`src/rtl/team_06_esp_pkg.sv`:
```
// Shared types and defaults for the ESP transmit scheduler.
package team_06_esp_pkg;

    localparam int BYTE_W             = 8;
    localparam int DEF_GAP_CYCLES     = 4;
    localparam int DEF_TIMEOUT_CYCLES = 64;

    typedef enum logic [1:0] {
        IDLE  = 2'd0,
        WAIT  = 2'd1,
        STALL = 2'd2,
        GAP   = 2'd3
    } esp_tx_state_t;

endpackage

```
`src/rtl/team_06_esp_tx_sched_if.sv`:
```
// Requester and serializer signals of the ESP transmit scheduler.
interface team_06_esp_tx_sched_if #(
    parameter int NUM_REQ = 2
);
    import team_06_esp_pkg::*;

    logic [NUM_REQ-1:0]        req_valid;
    logic [BYTE_W*NUM_REQ-1:0] req_data;
    logic [NUM_REQ-1:0]        req_last;
    logic [NUM_REQ-1:0]        req_ready;
    logic [NUM_REQ-1:0]        grant;
    logic                      ser_cs;
    logic [BYTE_W-1:0]         ser_data;
    logic                      ser_start;
    logic                      ser_done;
    logic                      busy;
    logic                      err_timeout;
    logic                      err_clr;

    modport slave (
        input  req_valid, req_data, req_last, ser_done, err_clr,
        output req_ready, grant, ser_cs, ser_data, ser_start, busy, err_timeout
    );

    modport master (
        output req_valid, req_data, req_last, ser_done, err_clr,
        input  req_ready, grant, ser_cs, ser_data, ser_start, busy, err_timeout
    );

endinterface

```
`src/rtl/team_06_rr_arbiter.sv`:
```
// Combinational round-robin pick: first requester strictly after rr_ptr, wrapping.
module team_06_rr_arbiter #(
    parameter int NUM_REQ = 2,
    parameter int IDX_W   = 1
) (
    input  logic [NUM_REQ-1:0] req,
    input  logic [IDX_W-1:0]   rr_ptr,
    output logic [NUM_REQ-1:0] grant,
    output logic [IDX_W-1:0]   idx,
    output logic               found
);

    logic [IDX_W-1:0] cand;

    always_comb begin
        grant = '0;
        idx   = '0;
        found = 1'b0;
        cand  = '0;
        for (int k = 1; k <= NUM_REQ; k++) begin
            cand = IDX_W'((int'(rr_ptr) + k) % NUM_REQ);
            if (!found && req[cand]) begin
                found       = 1'b1;
                idx         = cand;
                grant[cand] = 1'b1;
            end
        end
    end

endmodule

```
`src/rtl/team_06_esp_tx_sched.sv`:
```
// Round-robin frame scheduler in front of the single SPI-to-ESP byte serializer.
// IDLE: no owner | WAIT: byte in flight | STALL: owner has no next byte yet | GAP: cs low before next frame
module team_06_esp_tx_sched
    import team_06_esp_pkg::*;
#(
    parameter int NUM_REQ        = 2,
    parameter int GAP_CYCLES     = DEF_GAP_CYCLES,
    parameter int TIMEOUT_CYCLES = DEF_TIMEOUT_CYCLES
) (
    input logic                   clk,
    input logic                   rst,
    team_06_esp_tx_sched_if.slave bus
);

    localparam int IDX_W   = (NUM_REQ > 1) ? $clog2(NUM_REQ) : 1;
    localparam int CNT_MAX = (GAP_CYCLES > TIMEOUT_CYCLES) ? GAP_CYCLES : TIMEOUT_CYCLES;
    localparam int CNT_W   = $clog2(CNT_MAX) + 1;
    localparam logic [CNT_W-1:0] TMO_LAST = CNT_W'(TIMEOUT_CYCLES - 1);
    localparam logic [CNT_W-1:0] GAP_LAST = CNT_W'(GAP_CYCLES - 1);

    esp_tx_state_t      state, state_n;
    logic [CNT_W-1:0]   cnt, cnt_n;
    logic [IDX_W-1:0]   rr_ptr, rr_ptr_n;
    logic [IDX_W-1:0]   gidx, gidx_n;
    logic               last_q, last_n;
    logic [NUM_REQ-1:0] grant_q, grant_n;
    logic               cs_q, cs_n;
    logic [BYTE_W-1:0]  data_q, data_n;
    logic               start_q, start_n;
    logic [NUM_REQ-1:0] ready_q, ready_n;
    logic               busy_q, busy_n;
    logic               err_q, err_n;

    logic [NUM_REQ-1:0] arb_grant;
    logic [IDX_W-1:0]   arb_idx;
    logic               arb_found;

    logic               load, finish, err_set;
    logic [IDX_W-1:0]   load_idx;
    logic [NUM_REQ-1:0] load_oh;

    team_06_rr_arbiter #(
        .NUM_REQ (NUM_REQ),
        .IDX_W   (IDX_W)
    ) u_arb (
        .req    (bus.req_valid),
        .rr_ptr (rr_ptr),
        .grant  (arb_grant),
        .idx    (arb_idx),
        .found  (arb_found)
    );

    always_ff @(posedge clk or posedge rst) begin
        if (rst) begin
            state   <= IDLE;
            cnt     <= '0;
            rr_ptr  <= IDX_W'(NUM_REQ - 1);
            gidx    <= '0;
            last_q  <= 1'b0;
            grant_q <= '0;
            cs_q    <= 1'b0;
            data_q  <= '0;
            start_q <= 1'b0;
            ready_q <= '0;
            busy_q  <= 1'b0;
            err_q   <= 1'b0;
        end else begin
            state   <= state_n;
            cnt     <= cnt_n;
            rr_ptr  <= rr_ptr_n;
            gidx    <= gidx_n;
            last_q  <= last_n;
            grant_q <= grant_n;
            cs_q    <= cs_n;
            data_q  <= data_n;
            start_q <= start_n;
            ready_q <= ready_n;
            busy_q  <= busy_n;
            err_q   <= err_n;
        end
    end

    always_comb begin
        state_n  = state;
        cnt_n    = (cnt == '1) ? cnt : cnt + CNT_W'(1);
        rr_ptr_n = rr_ptr;
        gidx_n   = gidx;
        last_n   = last_q;
        grant_n  = grant_q;
        cs_n     = cs_q;
        data_n   = data_q;
        start_n  = 1'b0;
        ready_n  = '0;
        load     = 1'b0;
        finish   = 1'b0;
        err_set  = 1'b0;
        load_idx = gidx;
        load_oh  = NUM_REQ'(1) << gidx;

        case (state)
            IDLE: begin
                if (arb_found) begin
                    load     = 1'b1;
                    load_idx = arb_idx;
                    load_oh  = arb_grant;
                end
            end
            WAIT: begin
                // a completing byte takes precedence over an expiring timer
                if (bus.ser_done) begin
                    if (last_q) begin
                        finish = 1'b1;
                    end else if (bus.req_valid[gidx]) begin
                        load = 1'b1;
                    end else begin
                        state_n = STALL;
                    end
                end else if (cnt == TMO_LAST) begin
                    finish  = 1'b1;
                    err_set = 1'b1;
                end
            end
            STALL: begin
                if (bus.req_valid[gidx]) begin
                    load = 1'b1;
                end else if (cnt == TMO_LAST) begin
                    finish  = 1'b1;
                    err_set = 1'b1;
                end
            end
            GAP: begin
                if (cnt == GAP_LAST) begin
                    state_n = IDLE;
                end
            end
            default: state_n = IDLE;
        endcase

        if (load) begin
            state_n = WAIT;
            cnt_n   = '0;
            gidx_n  = load_idx;
            last_n  = bus.req_last[load_idx];
            grant_n = load_oh;
            cs_n    = 1'b1;
            data_n  = bus.req_data[int'(load_idx)*BYTE_W +: BYTE_W];
            start_n = 1'b1;
            ready_n = load_oh;
        end

        if (finish) begin
            state_n  = GAP;
            cnt_n    = '0;
            rr_ptr_n = gidx;
            grant_n  = '0;
            cs_n     = 1'b0;
        end

        err_n  = err_set | (err_q & ~bus.err_clr);
        busy_n = (state_n != IDLE);
    end

    assign bus.req_ready   = ready_q;
    assign bus.grant       = grant_q;
    assign bus.ser_cs      = cs_q;
    assign bus.ser_data    = data_q;
    assign bus.ser_start   = start_q;
    assign bus.busy        = busy_q;
    assign bus.err_timeout = err_q;

endmodule

```
`src/flat_wrapper.sv`:
```
// flat-port wrapper written by rule: the top's interface ports become plain ports
module team_06_esp_tx_sched_flat import team_06_esp_pkg::*;
#(
    parameter int NUM_REQ        = 2,
    parameter int GAP_CYCLES     = DEF_GAP_CYCLES,
    parameter int TIMEOUT_CYCLES = DEF_TIMEOUT_CYCLES
)
  (clk, rst, bus_req_valid, bus_req_data, bus_req_last, bus_ser_done, bus_err_clr, bus_req_ready, bus_grant, bus_ser_cs, bus_ser_data, bus_ser_start, bus_busy, bus_err_timeout);
  team_06_esp_tx_sched_if #(.NUM_REQ(NUM_REQ)) bus_i ();
  input logic clk;
  input logic rst;
  input wire logic [$bits(bus_i.req_valid)-1:0] bus_req_valid;
  input wire logic [$bits(bus_i.req_data)-1:0] bus_req_data;
  input wire logic [$bits(bus_i.req_last)-1:0] bus_req_last;
  input wire logic [$bits(bus_i.ser_done)-1:0] bus_ser_done;
  input wire logic [$bits(bus_i.err_clr)-1:0] bus_err_clr;
  output wire logic [$bits(bus_i.req_ready)-1:0] bus_req_ready;
  output wire logic [$bits(bus_i.grant)-1:0] bus_grant;
  output wire logic [$bits(bus_i.ser_cs)-1:0] bus_ser_cs;
  output wire logic [$bits(bus_i.ser_data)-1:0] bus_ser_data;
  output wire logic [$bits(bus_i.ser_start)-1:0] bus_ser_start;
  output wire logic [$bits(bus_i.busy)-1:0] bus_busy;
  output wire logic [$bits(bus_i.err_timeout)-1:0] bus_err_timeout;
  assign bus_i.req_valid = bus_req_valid;
  assign bus_i.req_data = bus_req_data;
  assign bus_i.req_last = bus_req_last;
  assign bus_i.ser_done = bus_ser_done;
  assign bus_i.err_clr = bus_err_clr;
  assign bus_req_ready = bus_i.req_ready;
  assign bus_grant = bus_i.grant;
  assign bus_ser_cs = bus_i.ser_cs;
  assign bus_ser_data = bus_i.ser_data;
  assign bus_ser_start = bus_i.ser_start;
  assign bus_busy = bus_i.busy;
  assign bus_err_timeout = bus_i.err_timeout;
  team_06_esp_tx_sched #(.NUM_REQ(NUM_REQ), .GAP_CYCLES(GAP_CYCLES), .TIMEOUT_CYCLES(TIMEOUT_CYCLES)) u_core (.clk(clk), .rst(rst), .bus(bus_i));
endmodule
```
`config.mk`:
```
export PLATFORM = sky130hd
export DESIGN_NAME = team_06_esp_tx_sched_flat
export DESIGN_NICKNAME = d
export VERILOG_FILES = /design/src/rtl/team_06_esp_pkg.sv /design/src/rtl/team_06_esp_tx_sched_if.sv /design/src/rtl/team_06_rr_arbiter.sv /design/src/rtl/team_06_esp_tx_sched.sv /design/src/flat_wrapper.sv
export SDC_FILE = /design/constraint.sdc
export NUM_CORES = 1
export LEC_CHECK = 0
export CAP_MARGIN = 20
export CORE_ASPECT_RATIO = 0.5
export CORE_MARGIN = 2
export CORE_UTILIZATION = 53
export CTS_BUF_LIST = sky130_fd_sc_hd__clkbuf_2
export CTS_CLUSTER_SIZE = 25
export DETAILED_ROUTE_END_ITERATION = 8
export PLACE_DENSITY = 0.87
export SLEW_MARGIN = 10
export SYNTH_ARGS = -nofsm -noshare
export SYNTH_HDL_FRONTEND = slang
export SYNTH_HIERARCHICAL = 1
export SYNTH_SLANG_ARGS = --single-unit
```
`constraint.sdc`:
```
create_clock -name clk -period 2.9 [get_ports clk]
set_input_delay 0.435 -clock clk [delete_from_list [all_inputs] [get_ports clk]]
set_output_delay 0.435 -clock clk [all_outputs]
set_load 0.1 [all_outputs]
```
==> metrics.txt <==
status=finished, final reports clean; H-tree Lvls=1; hold crit path type=input pin to async pin; top_reg_cell synth=dfrtp_1; Clock Latency Late Sink=~0.36 ns; Final period util=0.763; drt pass-1 iters=4; total gr overflow=0; die area=a little over 3000 um^2; DRT antenna net count=0; worst reg2reg setup slack=between 0.6 and 0.7 ns; die width=between 70 and 80 um; post-layout util=0.719; WL per Instance=13.2 um; final max-slew violation count=0; DPL Wire Length=approximately 2200 um; pin count of the biggest net entering global routing=29; CTS Buf Count=3; Slew HR=0.530; Area contributors post-synth=dfrtp_1, mux2i_1, a21oi_1; CTS tree=built; min Tclk post-route=approximately 2.2 ns; worst-path fanout max=11; most frequent cells in the layout=dfrtp_1, clkdlybuf4s50_1, nor2_1; Die Ht=about 40 um; Post-synth EDFFs=0; setup tns final=0 ns; port buffer count=39; Hold Fails Final Rpt=0; Hold Buf Count CTS=0; share of cells above drive strength 1=0.168; iteration-0 DRC count of the detailed router=28; slew at the pin closest to its max-slew limit=0.706 ns; clk buf depth=2; DRC violations left=0; antenna violations before repair=0; post-CTS setup buffer count=0; Syn Inst Count=roughly 140; CP Launch Type=register; largest area contributor in the netlist=dfrtp_1; # clock sinks=28; Reg clk slew, reported paths=0.24 ns; Fillers=roughly 200; unrepaired setup endpoints after global routing=no; Post-synth ARST share=1.00; Max-Cap Viols=0; fin nets=approximately 210; Core Region=about 2600 um^2; row count=13; post-synth net total=approximately 170; area growth from synthesis to layout=30.3%; Worst Clk Skew=0.0102 ns; R2R Path Start=u_core/state[0]; critical path endpoint category=register; #FFs+latches synth=28; IO Count=40; worst-case reg-to-reg path depth=7; sequential area share after synthesis=0.498; cell area after synthesis=approximately 1400 um^2; gpl congestion=0.843; Max Freq=between 400 and 500 MHz; FF-to-FF End=u_core/bus.grant[1]; via count=1136; Synth cell types=38; gr usage total=0.193; Setup violations, final=0; vias in the first global route=1016; kind of critical path=register to register; first-pass GRT wire length=approximately 4500 um; Antenna Cells=0; syn_area_per_cell=~10 um^2; Routed Wire Length=between 2000 and 3000 um; CP arrival=between 2 and 3 ns; CTS root buf=clkbuf_2; Vias/cell=~5.3; Post-CTS Resized=0; synth warn=6; area share of the largest cell type after synthesis=0.479; commonest non-fill, non-tap cell in the layout=dfrtp_1; worst endpoint required time=around 3.2 ns; Initial Utilization=0.552
==> cell families (layout without fill, tap and decap cells) <==
group | Yosys count | after routing | share of synthesized area
AOI/OAI and AO/OA | 35 | 35 | 0.163
xor gates and xnor gates | 2 | 2 | 0.0124
DFF | 28 | 28 | 0.498
adders and majority gates | 5 | 5 | 0.0444
buffers and inverters | 11 | 54 | 0.0364
muxes | 12 | 12 | 0.0861
and+or+nand+nor | 43 | 43 | 0.160
==> flip-flops by register name (all words and copies together) (netlist names) <==
| signal | cells |
|---|---|
| u_core/bus.ser_data | 8 |
| u_core/cnt | 7 |
| u_core/bus.grant | 2 |
| u_core/bus.req_ready | 2 |
| u_core/state | 2 |
| u_core/bus.busy | 1 |
| u_core/bus.err_timeout | 1 |
| u_core/bus.ser_cs | 1 |
| u_core/bus.ser_start | 1 |
| u_core/gidx | 1 |
| u_core/last_q | 1 |
| u_core/rr_ptr | 1 |
==> layout make-up <==
class | count | area (um^2) | share of cell area
clock inverters | 1 | 3.75 | 0.00204
clock buffers | 3 | 15.0 | 0.00817
inverters | 7 | 26.3 | 0.0143
flip-flops and latches | 28 | 702 | 0.382
multi-input cells | 97 | 663 | 0.361
well taps | 37 | 46.3 | 0.0252
repair buffers | 43 | 380 | 0.207
==> how the worst max path moves through the flow <==
stage | startpoint | to
2_1_floorplan | u_core/state[0] | u_core/bus.busy
3_3_place_gp | bus_req_valid[1] | u_core/bus.grant[1]
3_5_place_dp | bus_req_valid[1] | u_core/bus.grant[1]
4_1_cts | u_core/state[0] | u_core/bus.grant[1]
5_1_grt | u_core/state[0] | u_core/bus.grant[1]
6_report | u_core/state[0] | u_core/bus.grant[1]
==> per-stage QoR <==
step | instances | setup slack (ns) | area [um^2] | hold slack, ns
2_1_floorplan | 136 | 1.09 | 1410 | 0.500
3_3_place_gp | 212 | 0.484 | 1820 | 0.494
6_report | 216 | 0.689 | 1840 | 0.406
3_5_place_dp | 212 | 0.348 | 1820 | 0.503
5_1_grt | 216 | 0.514 | 1840 | 0.411
4_1_cts | 216 | 0.700 | 1840 | 0.400
==> worst max-delay path, cell delays in order (launching register included) <==
cell and delay, ns:
dfrtp_1 0.47, inv_1 0.13, ha_1 0.25, nand2_1 0.11
a221oi_2 0.64, buf_4 0.29, nor2_1 0.05, a211oi_1 0.22
==> cell usage after synthesis, types with 2 or more instances <==
cell and count:
inv_1 7, dfrtp_1 27, nor3b_1 2, nor2_1 21, ha_1 5, and3_1 2, buf_4 2, a211oi_1 3
o22ai_1 2, nand3_1 4, a31oi_1 3, and4_1 2, nand3b_1 2, mux2i_1 11, a21oi_1 16, a21boi_0 3
nor2b_1 2, buf_2 2
==> metal layers <==
metal	vias up	GRT usage	wire (um)
met2	19	0.362	1360
li1	572	-	-
met3	5	0.0450	119
met4	0	0.0545	29
met5	-	0	0
met1	540	0.236	1350
Power is not shown: default switching activity piles up to over one toggle a cycle in this logic, so the estimate is an artifact.
